$ cat src/rtl/ramp_word_gen.sv
// Linear ramp generator for DDS tuning words: one-shot, sawtooth or triangle sweep
// from start to end, one step per programmable dwell; state and outputs registered.
module ramp_word_gen #(
   parameter int WIDTH     = 32,
   parameter int CNT_WIDTH = 32
) (
   input  logic                 dac_clk,
   input  logic                 rstn,
   input  logic                 param_load,
   input  logic [WIDTH-1:0]     cfg_start,
   input  logic [WIDTH-1:0]     cfg_end,
   input  logic [WIDTH-1:0]     cfg_step,
   input  logic [CNT_WIDTH-1:0] cfg_pulse,
   input  logic [1:0]           cfg_mode,
   input  logic                 en,
   output logic [WIDTH-1:0]     ramp_out,
   output logic                 step_strobe,
   output logic                 sweep_done,
   output logic                 active
);

   typedef enum logic [1:0] {IDLE, RUN_UP, RUN_DN, DONE} state_t;

   state_t               state, state_n;
   logic [WIDTH-1:0]     ramp_n;
   logic [CNT_WIDTH-1:0] cnt, cnt_n;
   logic [WIDTH-1:0]     start_q, start_n, end_q, end_n, step_q, step_n;
   logic [CNT_WIDTH-1:0] pulse_q, pulse_n;
   logic [1:0]           mode_q, mode_n;
   logic                 returning, returning_n;
   logic                 at_tgt, at_tgt_n;
   logic                 strobe_n, done_n;

   logic                 saw_mode, tri_mode, flip, dir_up, ret;
   logic [WIDTH-1:0]     tgt, stepped;
   logic [WIDTH:0]       sum, diff;

   assign saw_mode = (mode_q == 2'd1);
   assign tri_mode = (mode_q == 2'd2);

   // A triangle sitting on its target reverses on the same dwell that takes the next step.
   assign flip   = at_tgt && tri_mode;
   assign dir_up = flip ? (state != RUN_UP) : (state == RUN_UP);
   assign ret    = flip ? !returning : returning;
   assign tgt    = ret ? start_q : end_q;

   assign sum  = {1'b0, ramp_out} + {1'b0, step_q};
   assign diff = {1'b0, ramp_out} - {1'b0, step_q};

   always_comb begin
      stepped = '0;
      if (dir_up)
         stepped = (sum[WIDTH] || (sum[WIDTH-1:0] > tgt)) ? tgt : sum[WIDTH-1:0];
      else
         stepped = (diff[WIDTH] || (diff[WIDTH-1:0] < tgt)) ? tgt : diff[WIDTH-1:0];
   end

   always_comb begin
      state_n     = state;
      ramp_n      = ramp_out;
      cnt_n       = cnt;
      start_n     = start_q;
      end_n       = end_q;
      step_n      = step_q;
      pulse_n     = pulse_q;
      mode_n      = mode_q;
      returning_n = returning;
      at_tgt_n    = at_tgt;
      strobe_n    = 1'b0;
      done_n      = 1'b0;

      if (param_load) begin
         start_n     = cfg_start;
         end_n       = cfg_end;
         step_n      = cfg_step;
         pulse_n     = (cfg_pulse == '0) ? CNT_WIDTH'(1) : cfg_pulse;
         mode_n      = cfg_mode;
         ramp_n      = cfg_start;
         cnt_n       = '0;
         state_n     = (cfg_start <= cfg_end) ? RUN_UP : RUN_DN;
         returning_n = 1'b0;
         at_tgt_n    = 1'b0;
         strobe_n    = 1'b1;
      end else if (en && (state == RUN_UP || state == RUN_DN)) begin
         if (cnt == pulse_q - CNT_WIDTH'(1)) begin
            cnt_n    = '0;
            strobe_n = 1'b1;
            if (at_tgt && saw_mode) begin
               ramp_n   = start_q;
               at_tgt_n = 1'b0;
            end else begin
               ramp_n      = stepped;
               returning_n = ret;
               state_n     = dir_up ? RUN_UP : RUN_DN;
               at_tgt_n    = (stepped == tgt);
               // Only the outbound leg toward end reports completion.
               if ((stepped == tgt) && !ret) begin
                  done_n = 1'b1;
                  if (!saw_mode && !tri_mode)
                     state_n = DONE;
               end
            end
         end else begin
            cnt_n = cnt + CNT_WIDTH'(1);
         end
      end
   end

   always_ff @(posedge dac_clk) begin
      if (!rstn) begin
         state       <= IDLE;
         ramp_out    <= '0;
         cnt         <= '0;
         start_q     <= '0;
         end_q       <= '0;
         step_q      <= '0;
         pulse_q     <= '0;
         mode_q      <= '0;
         returning   <= 1'b0;
         at_tgt      <= 1'b0;
         step_strobe <= 1'b0;
         sweep_done  <= 1'b0;
      end else begin
         state       <= state_n;
         ramp_out    <= ramp_n;
         cnt         <= cnt_n;
         start_q     <= start_n;
         end_q       <= end_n;
         step_q      <= step_n;
         pulse_q     <= pulse_n;
         mode_q      <= mode_n;
         returning   <= returning_n;
         at_tgt      <= at_tgt_n;
         step_strobe <= strobe_n;
         sweep_done  <= done_n;
      end
   end

   assign active = (state == RUN_UP) || (state == RUN_DN);

endmodule
$ cat config.mk
export PLATFORM = sky130hd
export DESIGN_NAME = ramp_word_gen
export DESIGN_NICKNAME = d
export VERILOG_FILES = /design/src/rtl/ramp_word_gen.sv
export SDC_FILE = /design/constraint.sdc
export NUM_CORES = 1
export LEC_CHECK = 0
export ABC_AREA = 1
export CAP_MARGIN = 20
export CORE_MARGIN = 4
export CORE_UTILIZATION = 40
export DETAILED_ROUTE_END_ITERATION = 10
export PLACE_DENSITY_LB_ADDON = 0.08
export SKIP_LAST_GASP = 1
export SLEW_MARGIN = 10
export SYNTH_ARGS = -nofsm -noshare
export SYNTH_HDL_FRONTEND = slang
export SYNTH_SLANG_ARGS = --single-unit
$ cat constraint.sdc
create_clock -name dac_clk -period 5 [get_ports dac_clk]
set_input_delay 0.5 -clock dac_clk [delete_from_list [all_inputs] [get_ports dac_clk]]
set_output_delay 0.5 -clock dac_clk [all_outputs]
set_load 0.02 [all_outputs]
======== Yosys cells after proc, flatten, opt, wreduce, memory -nomap -nowiden ========
Cells that the tools add are included.
cells by class
  $add $sub $neg .......................... 4
  $lt $le $gt $ge ......................... 3
  equality and inequality tests ........... 8
  muxes and demuxes ....................... 25
  bitwise logic cells ..................... 4
  reduce and logical (&&, ||, !) cells .... 21
operators by type and width
  cell                   count
  $mux 32                10
  $eq 32x32->1           2
  $add 32x32->33         1
  $sub 32x32->33         1
  $add 32x1->32 const B  1
  $gt 32x32->1           1
  $le 32x32->1           1
  $logic_not 32->1       1
  $lt 32x32->1           1
  $sub 32x1->32 const B  1
  $mux 2                 8
  $mux 1                 7
  $reduce_and 3->1       2
  $logic_and 1x1->1      5
  $reduce_or 5->1        1
  $eq 2x1->1 const B     2
  $eq 2x2->1 const B     2
  $logic_not 1->1        4
  $not 1->1              4
  $reduce_and 2->1       2
  $reduce_bool 2->1      2
  $logic_or 1x1->1       3
  $ne 2x1->1 const B     1
  $ne 2x2->1 const B     1
  $reduce_or 2->1        1
word-level totals
  register bits after elaboration ......... 200
  output and inout port bits .............. 35

======== Logic depth before layout (Yosys ltp) ========
  word-level depth ........................ 15
  gate-level depth with buffers ........... 39
  depth with buffers taken out ............ 37

======== Worst setup path after synthesis ========
OpenSTA, ideal clock, no wires.
  path kind ............................... register to register
  start ................................... register ramp_out[1]
  end ..................................... register sweep_done
  data arrival time ....................... 4407 ps
  slack ................................... 523 ps
  cell stages (with the launch flop) ...... 32
  clock period less this slack ............ 4477 ps
  path through ............................ dfxtp_1 > inv_1 > fa_1 > o21ai_2 > a21oi_4 > o21ai_1 > a21oi_1 > or2_1 > nand2_1 > nand2_1 > nand2_1 > inv_1 > ha_1 > nand2_1 > inv_1 > nand4_1 > nor4_1 > nand4_1 > nand2_1 > clkbuf_1 > nand3_1 > nand2_1 > nand2_1 > nand3_1 > nand2_1 > inv_1 > nand2_1 > nor2_1 > nand2_1 > nor2_1 > nand4_1 > a21oi_1
on the way
  longest elaborated chain between the ends .. 8
ends and longest elaborated chain
  element                                           RTL line  text
  start: declaration                                16        output logic [WIDTH-1:0] ramp_out,
  start signal: assignment                          125       ramp_out <= ramp_n;
  $sub 32x32->33 or $add 32x32->33 (tied branches)  48, 47
  $lt 32x32->1 or $gt 32x32->1 (tied branches)      55, 53
  $logic_or 1x1->1, on equally long branches        55, 53
  $mux 32, on equally long branches                 55, 53
  $mux 32 (*)                                       52        if (dir_up)
  $eq 32x32->1 (*)                                  97        if ((stepped == tgt) && !ret) begin
  $logic_and 1x1->1 (*)                             97
  $mux 1 (*)                                        97
  end signal: assignment                            135       sweep_done <= done_n;
  end: declaration                                  18        output logic sweep_done,
Mark *: on every way between the ends. The rest lies on a longest branch, timed or not.
A chain may end at the register's enable or synchronous reset.

======== Final worst setup path ========
  start ................................... register step_q[0]
  end ..................................... register state[0]
on the way
  longest elaborated chain between the ends .. 12
ends and longest elaborated chain
  element                                           RTL line  text
  start: declaration                                27        logic [WIDTH-1:0] start_q, start_n, end_q, end_n, step_q, step_n;
  start signal: assignment                          129       step_q <= step_n;
  $sub 32x32->33 or $add 32x32->33 (tied branches)  48, 47
  $lt 32x32->1 or $gt 32x32->1 (tied branches)      55, 53
  $logic_or 1x1->1, on equally long branches        55, 53
  $mux 32, on equally long branches                 55, 53
  $mux 32 (*)                                       52
  $eq 32x32->1 (*)                                  97
  $logic_and 1x1->1 (*)                             97
  $mux 2 (*)                                        97
  $mux 2 (*)                                        88        if (at_tgt && saw_mode) begin
  $mux 2 (*)                                        85        if (cnt == pulse_q - CNT_WIDTH'(1)) begin
  $mux 2 (*)                                        84        end else if (en && (state == RUN_UP || state == RUN_DN)) begin
  $mux 2 (*)                                        72        if (param_load) begin
  end signal: assignment                            124       state <= state_n;
  end: declaration                                  24        state_t state, state_n;
Mark *: on every way between the ends. The rest lies on a longest branch, timed or not. The select of a mux whose other input is x is not followed.

==> results.rst <==
.. list-table::
   :header-rows: 1

   * - Metric
     - Value
   * - Outcome
     - finished, violations left
   * - Violations in the final reports
     - negative setup slack
   * - Required time worst endpoint
     - around 5.4 ns
   * - Total track usage
     - just under 30%
   * - Die Y
     - between 200 and 250 um
   * - Share of post-route cells with drive strength above 1
     - about 18%
   * - Sink Count
     - 200
   * - Family with the most delay on the worst path
     - simple AND/OR/NAND/NOR gates
   * - Syn Nets
     - 3,043
   * - Worst hold margin
     - between 0.4 and 0.5 ns
   * - Cts bufs inserted
     - 17
   * - Clock latency on the worst-skew pair
     - about 0.52 ns
   * - Clock tree from TritonCTS
     - done
   * - Number of nets in the finished design
     - roughly 3,400
   * - Post-Route Skew
     - between 0.02 and 0.03 ns
   * - Maximum number of pins on one net before global-route repair
     - 64
   * - IO Pins
     - around 170
   * - Yosys Warn Count
     - 0
   * - Startpoint Class
     - flop
   * - Worst hold path type
     - reg2reg
   * - Switching power
     - 3.32 mW
   * - Number of buffers on the longest clock path
     - 2
   * - Register bit total from synthesis
     - 200
   * - DRT Wirelength
     - around 70,000 um
   * - Overall die width
     - roughly 220 um
   * - Max Slew Vio Count
     - 0
   * - Count of endpoints failing hold in the final timing report
     - 0
   * - Number of distinct standard cells referenced by the synthesized netlist
     - 55
   * - FP Rows
     - 76
   * - Power per cell area
     - approximately 330 nW/um^2
   * - Maximum clock frequency
     - between 150 and 200 MHz
   * - Yosys top cell by area
     - dfxtp_1
   * - Number of search-and-repair iterations in the first detailed-routing pass
     - 8
   * - Max-slew headroom at the worst pin
     - 39.6%
   * - Cell count after placement
     - between 3,000 and 4,000
   * - Final WS setup
     - -0.136 ns
   * - Final weighted congestion in routability-driven placement
     - a little over 1
   * - Routed Antenna Nets
     - 0
   * - Sequential cell fraction of total power
     - 22.8%
   * - Count of input and output buffers
     - approximately 170
   * - Number of hold buffers added after cts
     - 0
   * - Area of the multi-input gates
     - ~12,000 sq um
   * - Root buffer cell
     - clkbuf_16
   * - Number of endpoints failing setup at the final stage
     - 4
   * - Dominant register cell in the synthesized netlist
     - dfxtp_1
   * - Max Fanout on Critical Path
     - 7
   * - Die Footprint
     - around 47,000 sq um
   * - Maximum vdd ir drop
     - around 0.00025 V
   * - Floorplan core area
     - roughly 43,000 sq um
   * - DRC Markers
     - 0
   * - Initial antenna violation count
     - 2
   * - Critical-path cell with the highest stage delay
     - fa_2
   * - HPWL reported at the end of detailed placement
     - approximately 55,000 um
   * - Final Total Pwr
     - a little under 8 mW
   * - Part of the power in combinational logic
     - between 50 and 60%
   * - Total of max-cap violations
     - 0
   * - Area share of the largest cell type after synthesis
     - 22.8%
   * - Share of flip-flops with an asynchronous set or reset
     - 0%
   * - Final non-filler cell total
     - ~3,700
   * - Clock transition at the registers of the reported paths
     - roughly 0.09 ns
   * - EDFF count, synth
     - 0
   * - First-iteration detailed-routing DRC count
     - between 1,500 and 2,000
   * - Synth Cell Area
     - 17,500 sq um
   * - Sequential fraction of the synthesis area
     - between 20% and 30%
   * - Final Cell Area
     - 23,500 sq um
   * - Part of the power in the clock network
     - a little over a fifth
   * - Type of the setup path with the least slack
     - reg2reg
   * - Number of buffer and inverter instances along the worst setup path
     - 8
   * - Leading cell type in the layout, fill and taps excluded
     - nand2_1
   * - Via/cell ratio
     - approximately 5.4
   * - Antenna diode count
     - 0
   * - Post-Route Utilization
     - a little over half
   * - Final worst path period share
     - 103%
   * - Total gr overflow
     - 0
   * - Internal power summed over all cells
     - ~4.4 mW
   * - Static leakage
     - around 11 nW
   * - Gate count after technology mapping
     - between 2,000 and 3,000
   * - Filler instances
     - 4,396
   * - Average size of a mapped cell
     - approximately 6.4 sq um
   * - Unrepaired setup endpoints after global routing
     - yes
   * - Placed Area
     - between 20,000 and 25,000 sq um
   * - Slew at the pin closest to its max-slew limit
     - between 0.9 and 1 ns
   * - Final routed wire length divided by cell count
     - roughly 19 um
   * - Depth of the CTS H-tree
     - 4
   * - Top library cells by usage in the layout, fill and taps aside
     - 572 x nand2_1, 381 x inv_1, 316 x buf_4
   * - Initial Utilization
     - 40.6%
   * - Signal arrival time at the worst endpoint
     - around 5.6 ns
   * - Net switching fraction of the power
     - 43.1%
   * - Highest cell delay on the worst timing path
     - 0.42 ns
   * - Area grow syn2layout
     - 33.9%
   * - Final Critical Period
     - between 5 and 6 ns
   * - Sequential Area
     - about 4000 sq um
   * - First-pass GRT wire length
     - roughly 110,000 um
   * - Via count of the first global-routing pass
     - slightly below 20,000
   * - Endpoint kind of the worst setup timing path
     - flop
   * - Area contributors post-synth
     - dfxtp_1 23%, nand2_1 13%, ha_1 12%, nand3_1 8.7%, inv_1 8.3%
   * - Most numerous cell on the critical path
     - nand2_2
   * - DR vias
     - around 20,000
==> synth_stat cells (all sizes together) (4+ instances only) <==
master  count
nand4      40
ha        164
nor2      189
nor3       38
o21a        8
o22ai      48
nand2     606
clkinv      5
inv       394
a21boi      4
o21ai     180
a211oi      5
xnor2      21
or2         9
buf        53
clkbuf     65
a31oi      36
a21oi     161
xor2       89
dfxtp     200
nand3     306
o21bai     12
nor4       20
nand3b     40
a21o        5
o211ai     32
==> path summary, 6_finish.rpt <==
path	from	to	slack [ns]	cells after the start
worst min register to register	end_q[11]	end_q[11]	0.48	2
worst min-delay path	end_q[11]	end_q[11]	0.48	2
worst max register to register	step_q[0]	state[0]	-0.14	36
worst max-delay path	step_q[0]	state[0]	-0.14	36
==> worst register-to-register path: cells and delay by family, from the launching register on <==
kind            cells  cell delay, ns
simple gates       20            2.35
buf+inv             8            0.85
fa+ha+maj           3            0.81
compound gates      5            0.68
flops               1            0.37
==> flip-flops by register name, summed over array words and instances, names as in the netlist <==
name	count
sweep_done	1
ramp_out	32
end_q	32
step_q	32
at_tgt	1
step_strobe	1
mode_q	2
returning	1
start_q	32
pulse_q	32
cnt	32
state	2
==> layer usage <==
layer  GRT usage, %  vias up  wire [um]  share of wire, %
met5              0        -          0                 0
met4           10.0        0       2210               3.1
met3           6.33      121       5280               7.4
met2           44.6      704      30400                43
met1           41.5     9347      33300                47
li1               -     9865          -                 -
==> cell families after synthesis <==
logic type	Yosys count	synth area share, %
AO/OA/AOI/OAI	499	16.2
XOR/XNOR	110	5.53
adder cells (fa/ha/maj)	166	11.9
buffers and inverters	517	11.7
flip-flops	200	22.8
AND/OR/NAND/NOR	1251	31.8
==> stage by stage <==
| stage | TNS (ns) | setup slack (ns) |
|---|---|---|
| 3_5_place_dp | -6.58 | -0.682 |
| 5_1_grt | -1.75 | -0.379 |
| 4_1_cts | -0.0605 | -0.0605 |
| 6_report | -0.300 | -0.136 |
| 2_1_floorplan | 0 | 0.523 |
| 3_3_place_gp | -5.44 | -0.622 |
==> power by group through the flow <==
stage	clock [mW]	sequential [mW]	combinational [mW]
final	1.66	1.76	4.28
after global routing	1.75	1.77	4.68
after CTS	1.69	1.75	4.00
after detailed placement	0	1.78	3.79
after global placement	0	1.78	3.77
after floorplan	0	1.80	2.13
==> timing repair <==
item                                    CTS  global route
resized for setup                        92           114
gates cloned                              1             1
endpoints found under the setup margin   31            34
setup buffers                            12            19
pin swaps                                30            57
==> cell type report <==
cell class | instances | area share (%)
clock inverters | 13 | 0.985
repair buffers | 495 | 18.1
flip-flops and latches | 200 | 17.1
inverters | 399 | 6.41
multi-input cells | 2027 | 52.4
well taps | 585 | 3.12
clock buffers | 19 | 1.89
Note: power is estimated with default switching activity, not from simulation.
